$ cat src/rtl/matmul_tile_scheduler_pkg.sv
`default_nettype none
// ============================================================================
// Module   : matmul_tile_scheduler_pkg
// Brief    : Shared types and width helpers for the matmul tile scheduler.
// Revision : 1.0 - initial release
// ============================================================================
package matmul_tile_scheduler_pkg;

    typedef enum logic [2:0] {
        IDLE  = 3'd0,
        CLEAR = 3'd1,
        FEED  = 3'd2,
        WAIT  = 3'd3,
        OUT   = 3'd4,
        DONE  = 3'd5
    } sched_state_t;

    localparam int c_PERF_WIDTH = 32;

    function automatic int k_beats(input int inner_dim, input int block_size);
        return inner_dim / block_size;
    endfunction

    // Index width that never collapses to zero bits for single-entry ranges.
    function automatic int clog2_w(input int n);
        return (n <= 1) ? 1 : $clog2(n);
    endfunction

endpackage
`default_nettype wire

$ cat src/rtl/matmul_tile_scheduler_if.sv
`default_nettype none
// ============================================================================
// Module   : matmul_tile_scheduler_if
// Brief    : Control, operand-buffer and result handshake bundle of the scheduler.
//            Perf counter signals exist only when MATMUL_SCHED_PERF_EN is defined.
// Revision : 1.0 - initial release
// ============================================================================
interface matmul_tile_scheduler_if #(
    parameter int ADDR_WIDTH = 10,
    parameter int ROW_W      = 2,
    parameter int COL_W      = 2
);
    logic                  start;
    logic                  busy;
    logic                  done;
    logic                  rd_en;
    logic [ADDR_WIDTH-1:0] addr_n;
    logic [ADDR_WIDTH-1:0] addr_w;
    logic                  core_en;
    logic                  core_reset_acc;
    logic                  acc_done;
    logic                  sys_finish;
    logic                  out_valid;
    logic                  out_ready;
    logic [ROW_W-1:0]      out_row;
    logic [COL_W-1:0]      out_col;
    logic                  err;
`ifdef MATMUL_SCHED_PERF_EN
    logic [31:0]           perf_cycles;
    logic [31:0]           perf_stall;
`endif

    modport master (
        input  start, acc_done, sys_finish, out_ready,
`ifdef MATMUL_SCHED_PERF_EN
        output perf_cycles, perf_stall,
`endif
        output busy, done, rd_en, addr_n, addr_w, core_en, core_reset_acc,
               out_valid, out_row, out_col, err
    );

    modport slave (
        output start, acc_done, sys_finish, out_ready,
`ifdef MATMUL_SCHED_PERF_EN
        input  perf_cycles, perf_stall,
`endif
        input  busy, done, rd_en, addr_n, addr_w, core_en, core_reset_acc,
               out_valid, out_row, out_col, err
    );

endinterface
`default_nettype wire

$ cat src/rtl/matmul_tile_scheduler_tile_counter.sv
`default_nettype none
// ============================================================================
// Module   : matmul_tile_scheduler_tile_counter
// Brief    : Modulo-MODULUS counter with increment, clear and terminal-count flag.
// Revision : 1.0 - initial release
// ============================================================================
module matmul_tile_scheduler_tile_counter #(
    parameter int MODULUS = 2,
    parameter int WIDTH   = 1
) (
    input  wire logic             clk,
    input  wire logic             rst,
    input  wire logic             i_inc,
    input  wire logic             i_clr,
    output logic      [WIDTH-1:0] o_count,
    output logic                  o_wrap
);

    logic [WIDTH-1:0] r_count;

    always_ff @(posedge clk) begin
        if (rst || i_clr) begin
            r_count <= '0;
        end else if (i_inc) begin
            r_count <= o_wrap ? '0 : r_count + 1'b1;
        end
    end

    assign o_count = r_count;
    assign o_wrap  = (r_count == WIDTH'(MODULUS - 1));

endmodule
`default_nettype wire

$ cat src/rtl/matmul_tile_scheduler.sv
`default_nettype none
// ============================================================================
// Module   : matmul_tile_scheduler
// Brief    : Sequences clear/feed/wait/handoff of every tile of a tiled matmul
//            on the systolic array. Define MATMUL_SCHED_PERF_EN for perf counters.
// Revision : 1.0 - initial release
// ============================================================================
module matmul_tile_scheduler
    import matmul_tile_scheduler_pkg::*;
#(
    parameter int BLOCK_SIZE      = 2,
    parameter int INNER_DIMENSION = 64,
    parameter int NUM_CORES       = 2,
    parameter int ROW_GROUPS      = 4,
    parameter int COL_TILES       = 4,
    parameter int ADDR_WIDTH      = 10
) (
    input wire logic                clk,
    input wire logic                rst,
    matmul_tile_scheduler_if.master sched
);

    localparam int c_K_BEATS = k_beats(INNER_DIMENSION, BLOCK_SIZE);
    localparam int c_K_W     = clog2_w(c_K_BEATS);
    localparam int c_ROW_W   = clog2_w(ROW_GROUPS);
    localparam int c_COL_W   = clog2_w(COL_TILES);

    sched_state_t r_state;
    sched_state_t w_next;

    logic               w_busy;
    logic               w_done;
    logic               w_rd_en;
    logic               w_reset_acc;
    logic               w_out_valid;
    logic               w_k_inc;
    logic               w_tile_inc;
    logic               w_cnt_clr;
    logic               r_core_en;
    logic               r_err;

    logic [c_K_W-1:0]   w_k;
    logic [c_ROW_W-1:0] w_row;
    logic [c_COL_W-1:0] w_col;
    logic               w_k_wrap;
    logic               w_row_wrap;
    logic               w_col_wrap;

    logic [ADDR_WIDTH-1:0] w_addr_n;
    logic [ADDR_WIDTH-1:0] w_addr_w;
    logic                  w_unused;

    // ------------------------------------------------------------------------
    // Beat / tile counters
    // ------------------------------------------------------------------------
    matmul_tile_scheduler_tile_counter #(.MODULUS(c_K_BEATS), .WIDTH(c_K_W)) u_k_cnt (
        .clk     (clk),
        .rst     (rst),
        .i_inc   (w_k_inc),
        .i_clr   (w_cnt_clr),
        .o_count (w_k),
        .o_wrap  (w_k_wrap)
    );

    matmul_tile_scheduler_tile_counter #(.MODULUS(COL_TILES), .WIDTH(c_COL_W)) u_col_cnt (
        .clk     (clk),
        .rst     (rst),
        .i_inc   (w_tile_inc),
        .i_clr   (w_cnt_clr),
        .o_count (w_col),
        .o_wrap  (w_col_wrap)
    );

    matmul_tile_scheduler_tile_counter #(.MODULUS(ROW_GROUPS), .WIDTH(c_ROW_W)) u_row_cnt (
        .clk     (clk),
        .rst     (rst),
        .i_inc   (w_tile_inc && w_col_wrap),
        .i_clr   (w_cnt_clr),
        .o_count (w_row),
        .o_wrap  (w_row_wrap)
    );

    // ------------------------------------------------------------------------
    // Sequencer
    // ------------------------------------------------------------------------
    always_ff @(posedge clk) begin
        if (rst) begin
            r_state <= IDLE;
        end else begin
            r_state <= w_next;
        end
    end

    always_comb begin
        w_next      = r_state;
        w_busy      = 1'b0;
        w_done      = 1'b0;
        w_rd_en     = 1'b0;
        w_reset_acc = 1'b0;
        w_out_valid = 1'b0;
        w_k_inc     = 1'b0;
        w_tile_inc  = 1'b0;
        w_cnt_clr   = 1'b0;
        case (r_state)
            IDLE: begin
                if (sched.start) begin
                    w_next    = CLEAR;
                    w_cnt_clr = 1'b1;
                end
            end
            CLEAR: begin
                w_busy      = 1'b1;
                w_reset_acc = 1'b1;
                w_next      = FEED;
            end
            FEED: begin
                w_busy  = 1'b1;
                w_rd_en = 1'b1;
                w_k_inc = 1'b1;
                if (w_k_wrap) begin
                    w_next = WAIT;
                end
            end
            WAIT: begin
                w_busy = 1'b1;
                if (sched.acc_done) begin
                    w_next = OUT;
                end
            end
            OUT: begin
                w_busy      = 1'b1;
                w_out_valid = 1'b1;
                if (sched.out_ready) begin
                    w_tile_inc = 1'b1;
                    w_next     = (w_row_wrap && w_col_wrap) ? DONE : CLEAR;
                end
            end
            DONE: begin
                w_done = 1'b1;
                w_next = IDLE;
            end
            default: begin
                w_next = IDLE;
            end
        endcase
    end

    // Operand buffers have one cycle of read latency, so the array enable trails rd_en.
    always_ff @(posedge clk) begin
        if (rst) begin
            r_core_en <= 1'b0;
        end else begin
            r_core_en <= w_rd_en;
        end
    end

    // An early acc_done means the array and sequencer disagree on tile boundaries.
    always_ff @(posedge clk) begin
        if (rst) begin
            r_err <= 1'b0;
        end else if (sched.acc_done && ((r_state == FEED) || (r_state == CLEAR))) begin
            r_err <= 1'b1;
        end
    end

    assign w_addr_n = ADDR_WIDTH'(w_col) * ADDR_WIDTH'(c_K_BEATS) + ADDR_WIDTH'(w_k);
    assign w_addr_w = ADDR_WIDTH'(w_row) * ADDR_WIDTH'(c_K_BEATS) + ADDR_WIDTH'(w_k);

    assign sched.busy           = w_busy;
    assign sched.done           = w_done;
    assign sched.rd_en          = w_rd_en;
    assign sched.addr_n         = w_rd_en ? w_addr_n : '0;
    assign sched.addr_w         = w_rd_en ? w_addr_w : '0;
    assign sched.core_en        = r_core_en;
    assign sched.core_reset_acc = w_reset_acc;
    assign sched.out_valid      = w_out_valid;
    assign sched.out_row        = w_out_valid ? w_row : '0;
    assign sched.out_col        = w_out_valid ? w_col : '0;
    assign sched.err            = r_err;

    assign w_unused = &{1'b0, sched.sys_finish, NUM_CORES[0]};

`ifdef MATMUL_SCHED_PERF_EN
    logic [c_PERF_WIDTH-1:0] r_perf_cycles;
    logic [c_PERF_WIDTH-1:0] r_perf_stall;

    always_ff @(posedge clk) begin
        if (rst || ((r_state == IDLE) && sched.start)) begin
            r_perf_cycles <= '0;
            r_perf_stall  <= '0;
        end else begin
            if (w_busy && (r_perf_cycles != '1)) begin
                r_perf_cycles <= r_perf_cycles + 1'b1;
            end
            if ((r_state == OUT) && !sched.out_ready && (r_perf_stall != '1)) begin
                r_perf_stall <= r_perf_stall + 1'b1;
            end
        end
    end

    assign sched.perf_cycles = r_perf_cycles;
    assign sched.perf_stall  = r_perf_stall;
`endif

endmodule
`default_nettype wire
$ cat src/flat_wrapper.sv
// flat-port wrapper written by rule: the top's interface ports become plain ports
module matmul_tile_scheduler_flat import matmul_tile_scheduler_pkg::*;
#(
    parameter int BLOCK_SIZE      = 2,
    parameter int INNER_DIMENSION = 64,
    parameter int NUM_CORES       = 2,
    parameter int ROW_GROUPS      = 4,
    parameter int COL_TILES       = 4,
    parameter int ADDR_WIDTH      = 10
)
  (clk, rst, sched_start, sched_acc_done, sched_sys_finish, sched_out_ready, sched_busy, sched_done, sched_rd_en, sched_addr_n, sched_addr_w, sched_core_en, sched_core_reset_acc, sched_out_valid, sched_out_row, sched_out_col, sched_err);
  matmul_tile_scheduler_if #(.ADDR_WIDTH(ADDR_WIDTH)) sched_i ();
  input wire logic clk;
  input wire logic rst;
  input wire logic [$bits(sched_i.start)-1:0] sched_start;
  input wire logic [$bits(sched_i.acc_done)-1:0] sched_acc_done;
  input wire logic [$bits(sched_i.sys_finish)-1:0] sched_sys_finish;
  input wire logic [$bits(sched_i.out_ready)-1:0] sched_out_ready;
  output wire logic [$bits(sched_i.busy)-1:0] sched_busy;
  output wire logic [$bits(sched_i.done)-1:0] sched_done;
  output wire logic [$bits(sched_i.rd_en)-1:0] sched_rd_en;
  output wire logic [$bits(sched_i.addr_n)-1:0] sched_addr_n;
  output wire logic [$bits(sched_i.addr_w)-1:0] sched_addr_w;
  output wire logic [$bits(sched_i.core_en)-1:0] sched_core_en;
  output wire logic [$bits(sched_i.core_reset_acc)-1:0] sched_core_reset_acc;
  output wire logic [$bits(sched_i.out_valid)-1:0] sched_out_valid;
  output wire logic [$bits(sched_i.out_row)-1:0] sched_out_row;
  output wire logic [$bits(sched_i.out_col)-1:0] sched_out_col;
  output wire logic [$bits(sched_i.err)-1:0] sched_err;
  assign sched_i.start = sched_start;
  assign sched_i.acc_done = sched_acc_done;
  assign sched_i.sys_finish = sched_sys_finish;
  assign sched_i.out_ready = sched_out_ready;
  assign sched_busy = sched_i.busy;
  assign sched_done = sched_i.done;
  assign sched_rd_en = sched_i.rd_en;
  assign sched_addr_n = sched_i.addr_n;
  assign sched_addr_w = sched_i.addr_w;
  assign sched_core_en = sched_i.core_en;
  assign sched_core_reset_acc = sched_i.core_reset_acc;
  assign sched_out_valid = sched_i.out_valid;
  assign sched_out_row = sched_i.out_row;
  assign sched_out_col = sched_i.out_col;
  assign sched_err = sched_i.err;
  matmul_tile_scheduler #(.BLOCK_SIZE(BLOCK_SIZE), .INNER_DIMENSION(INNER_DIMENSION), .NUM_CORES(NUM_CORES), .ROW_GROUPS(ROW_GROUPS), .COL_TILES(COL_TILES), .ADDR_WIDTH(ADDR_WIDTH)) u_core (.clk(clk), .rst(rst), .sched(sched_i));
endmodule
$ cat config.mk
export PLATFORM = sky130hd
export DESIGN_NAME = matmul_tile_scheduler_flat
export DESIGN_NICKNAME = d
export VERILOG_FILES = /design/src/rtl/matmul_tile_scheduler_pkg.sv /design/src/rtl/matmul_tile_scheduler_if.sv /design/src/rtl/matmul_tile_scheduler_tile_counter.sv /design/src/rtl/matmul_tile_scheduler.sv /design/src/flat_wrapper.sv
export SDC_FILE = /design/constraint.sdc
export NUM_CORES = 1
export LEC_CHECK = 0
export ABC_CLOCK_PERIOD_IN_PS = 2050
export BUFFER_PORTS_ARGS = -buffer_cell sky130_fd_sc_hd__buf_2
export CORE_MARGIN = 2
export CORE_UTILIZATION = 47
export DETAILED_ROUTE_END_ITERATION = 6
export PLACE_DENSITY = 0.85
export SLEW_MARGIN = 30
export SYNTH_ARGS = -nofsm -noshare
export SYNTH_HDL_FRONTEND = slang
export SYNTH_HIERARCHICAL = 1
export SYNTH_SLANG_ARGS = --single-unit
export TNS_END_PERCENT = 1
$ cat constraint.sdc
create_clock -name clk -period 2.05 [get_ports clk]
set_input_delay 0.41 -clock clk [delete_from_list [all_inputs] [get_ports clk]]
set_output_delay 0.41 -clock clk [all_outputs]
set_load 0.05 [all_outputs]
==> flow_summary.ini <==
[drt]
drc = 0
vias = 802
dr.pass1.iters = 4
wl_per_cell_um = 13.3
wl_um = 2030
first_iter_violations = 12
via_per_inst = 5.24
ant_nets = 0

[place]
gp_congestion = 0.729
port-buffer-count = 29
dp_hpwl_um = 1390
postPlaceCellArea_um2 = 1030

[sta]
finalCritPeriodShare = 0.992
skew_ns = 0.00448
max_freq_mhz = 492
setup_violations = 0
slew_viol_final = 0
holdWs_ns = 0.400
period_needed_ns = 2.03
rsz0062_at_grt = yes
finalHoldViolCount = 0

[clock_tree]
clkTransAtPathRegs_ns = 0.08
htreeDepth = 1
cts_buffers = 3
cts_tree = yes
cts-root-buf = clkbuf_4
cts_sinks = 14
holdBufCountCts = 0
cts_max_path_buffers = 2
clk-insertion-delay-late_ns = 0.28

[synthesis]
netlist_area_um2 = 935
synth-seq-cells = 14
ys_seq_area_frac = 0.300
syn_inst = 102
synth_area_per_cell_um2 = 9.16
yosys_warnings = 6
synth_cell_types = 36

[worst_hold_path]
min_path_type = in -> reg

[power]
ir_drop_mv = 0.478
power.total_uw = 772
total_leakage_power_nw = 0.524
p_per_area_nw_per_um2 = 718

[floorplanning]
die_area_um2 = 2360
ios = 37
die_h_um = 48.6
rows = 16
start_util = 0.486
die_x_um = 48.6
design.core.area_um2 = 1920

[global_route]
grt_max_degree = 18
grt_pass1_vias = 724
antenna_found_initial = 0
grt_pass1_wl_um = 3080
overflow = 0
track_usage = 0.169

[flow_run]
max_cap_violations = 0

[worst_setup_path]
path_class = reg -> out
cp-end-kind = primary output
crit_arrival_ns = 1.62
critical_path.startpoint_type = flop
cp.required_ns = 1.64
slowest_stage = dfxtp_1
cp_cell_sequence = and2b_1 -> nor2b_1 -> buf_6 -> and2_1 -> clkbuf_4
cpPeakStageDelay_ns = 0.32
cp_max_fo = 17

[cells_and_area]
final_cell_mix = 22 x buf_2, 14 x dfxtp_1, 12 x and2_1, 10 x clkbuf_4
fillers = 185
postLayoutCoreUtil = 0.559
diodes = 0
fin_nets = 138
final_area_um2 = 1070
layout-drive-gt1-share = 0.333
final_common_cell = buf_2
layout-area-overhead-vs-synth_pct = 15.0

[run_status]
status = complete, no violations
-- synthesized netlist by cell type --
cell | n | area share
nand3_1 | 1 | 0.0053
nand4_1 | 1 | 0.0067
inv_1 | 1 | 0.0040
or3b_1 | 2 | 0.019
clkbuf_1 | 1 | 0.0040
or2_2 | 1 | 0.0067
nor2_1 | 6 | 0.024
dfxtp_1 | 14 | 0.30
nor3_1 | 4 | 0.021
nor4_1 | 1 | 0.0067
nand2b_1 | 2 | 0.013
buf_6 | 3 | 0.036
and2_2 | 1 | 0.0080
nand2_1 | 1 | 0.0040
xnor2_1 | 2 | 0.019
a32o_1 | 1 | 0.011
xor2_1 | 3 | 0.028
and2b_1 | 1 | 0.0080
a211o_1 | 1 | 0.0094
ha_1 | 4 | 0.054
a21oi_1 | 2 | 0.011
buf_2 | 1 | 0.0053
buf_4 | 11 | 0.088
and4bb_1 | 1 | 0.013
a21oi_2 | 1 | 0.0094
a211oi_2 | 2 | 0.027
and2_1 | 13 | 0.087
nor2b_1 | 2 | 0.013
and3_1 | 5 | 0.033
o21ba_1 | 1 | 0.011
nor3b_4 | 1 | 0.020
conb_1 | 1 | 0.0040
mux2i_1 | 4 | 0.043
a31oi_1 | 1 | 0.0067
nor3b_1 | 4 | 0.032
o21bai_1 | 1 | 0.0080
-- state kept, by name, indices dropped and copies added, names as in the netlist --
name and count:
u_core/u_k_cnt/o_count 5, u_core/r_state 3, u_core/sched.core_en 1, u_core/u_col_cnt/o_count 2, u_core/u_row_cnt/o_count 2, u_core/sched.err 1
-- report_power, final --
part,internal (mW),switching (mW)
sequential,0.291,0.0234
clock,0.0683,0.0908
combinational,0.0878,0.211
total,0.447,0.325
-- metrics by stage --
step | TNS [ns] | setup WS [ns] | std cells
CTS | 0 | 0.0264 | 153
floorplan | -0.667 | -0.131 | 107
global placement | 0 | 0.402 | 150
detailed placement | 0 | 0.356 | 150
global route | -0.0747 | -0.0377 | 153
finish | 0 | 0.0156 | 153
-- kinds of logic after synthesis --
family,after synthesis,share of synthesized area
xor+xnor,5,0.0469
mux,4,0.0428
simple gates,47,0.323
buf+inv,17,0.138
other cells,1,0.00401
compound gates,10,0.0924
flops,14,0.300
fa+ha+maj,4,0.0535
-- worst paths after layout --
check,slack (ns),from,end,cells past startpoint
setup / recovery,0.02,u_core/r_state[2]$_SDFFE_PP0P_,sched_addr_w[1],5
setup reg to reg,0.31,u_core/u_k_cnt/o_count[0]$_SDFFE_PP0P_,u_core/r_state[2]$_SDFFE_PP0P_,7
hold reg to reg,0.48,u_core/sched.err$_SDFFE_PP0P_,u_core/sched.err$_SDFFE_PP0P_,2
hold / removal,0.40,sched_acc_done,u_core/sched.err$_SDFFE_PP0P_,3
-- critical path: cells and delay by family, from the launching register on --
family                 cells  cell delay, ns
and+or+nand+nor            3            0.57
buffers and inverters      2            0.44
DFF                        1            0.32
-- routing by layer --
metal  global-route usage  vias to the layer above  routed length [um]
li1                     -                      381                   -
met1                0.177                      390                 812
met2                0.303                       29                1110
met3               0.0278                        2                  82
met4                0.124                        0                  21
met5                    0                        -                   0
-- area by class of cell --
cell class / count / area (um^2) / share of cell area
clock buffer: 3 / 22.5 / 0.0210
timing repair buffer: 32 / 189 / 0.176
inverter: 1 / 3.75 / 0.00349
sequential: 14 / 280 / 0.261
tap: 27 / 33.8 / 0.0314
multi-input combinational: 76 / 546 / 0.508
-- what timing repair did --
| action | in CTS | in global routing |
|---|---|---|
| setup endpoints to repair | 0 | 13 |
| buffers inserted | 0 | 0 |
| resized for setup | 0 | 8 |
No activity file was read; power rests on OpenSTA's default activity.
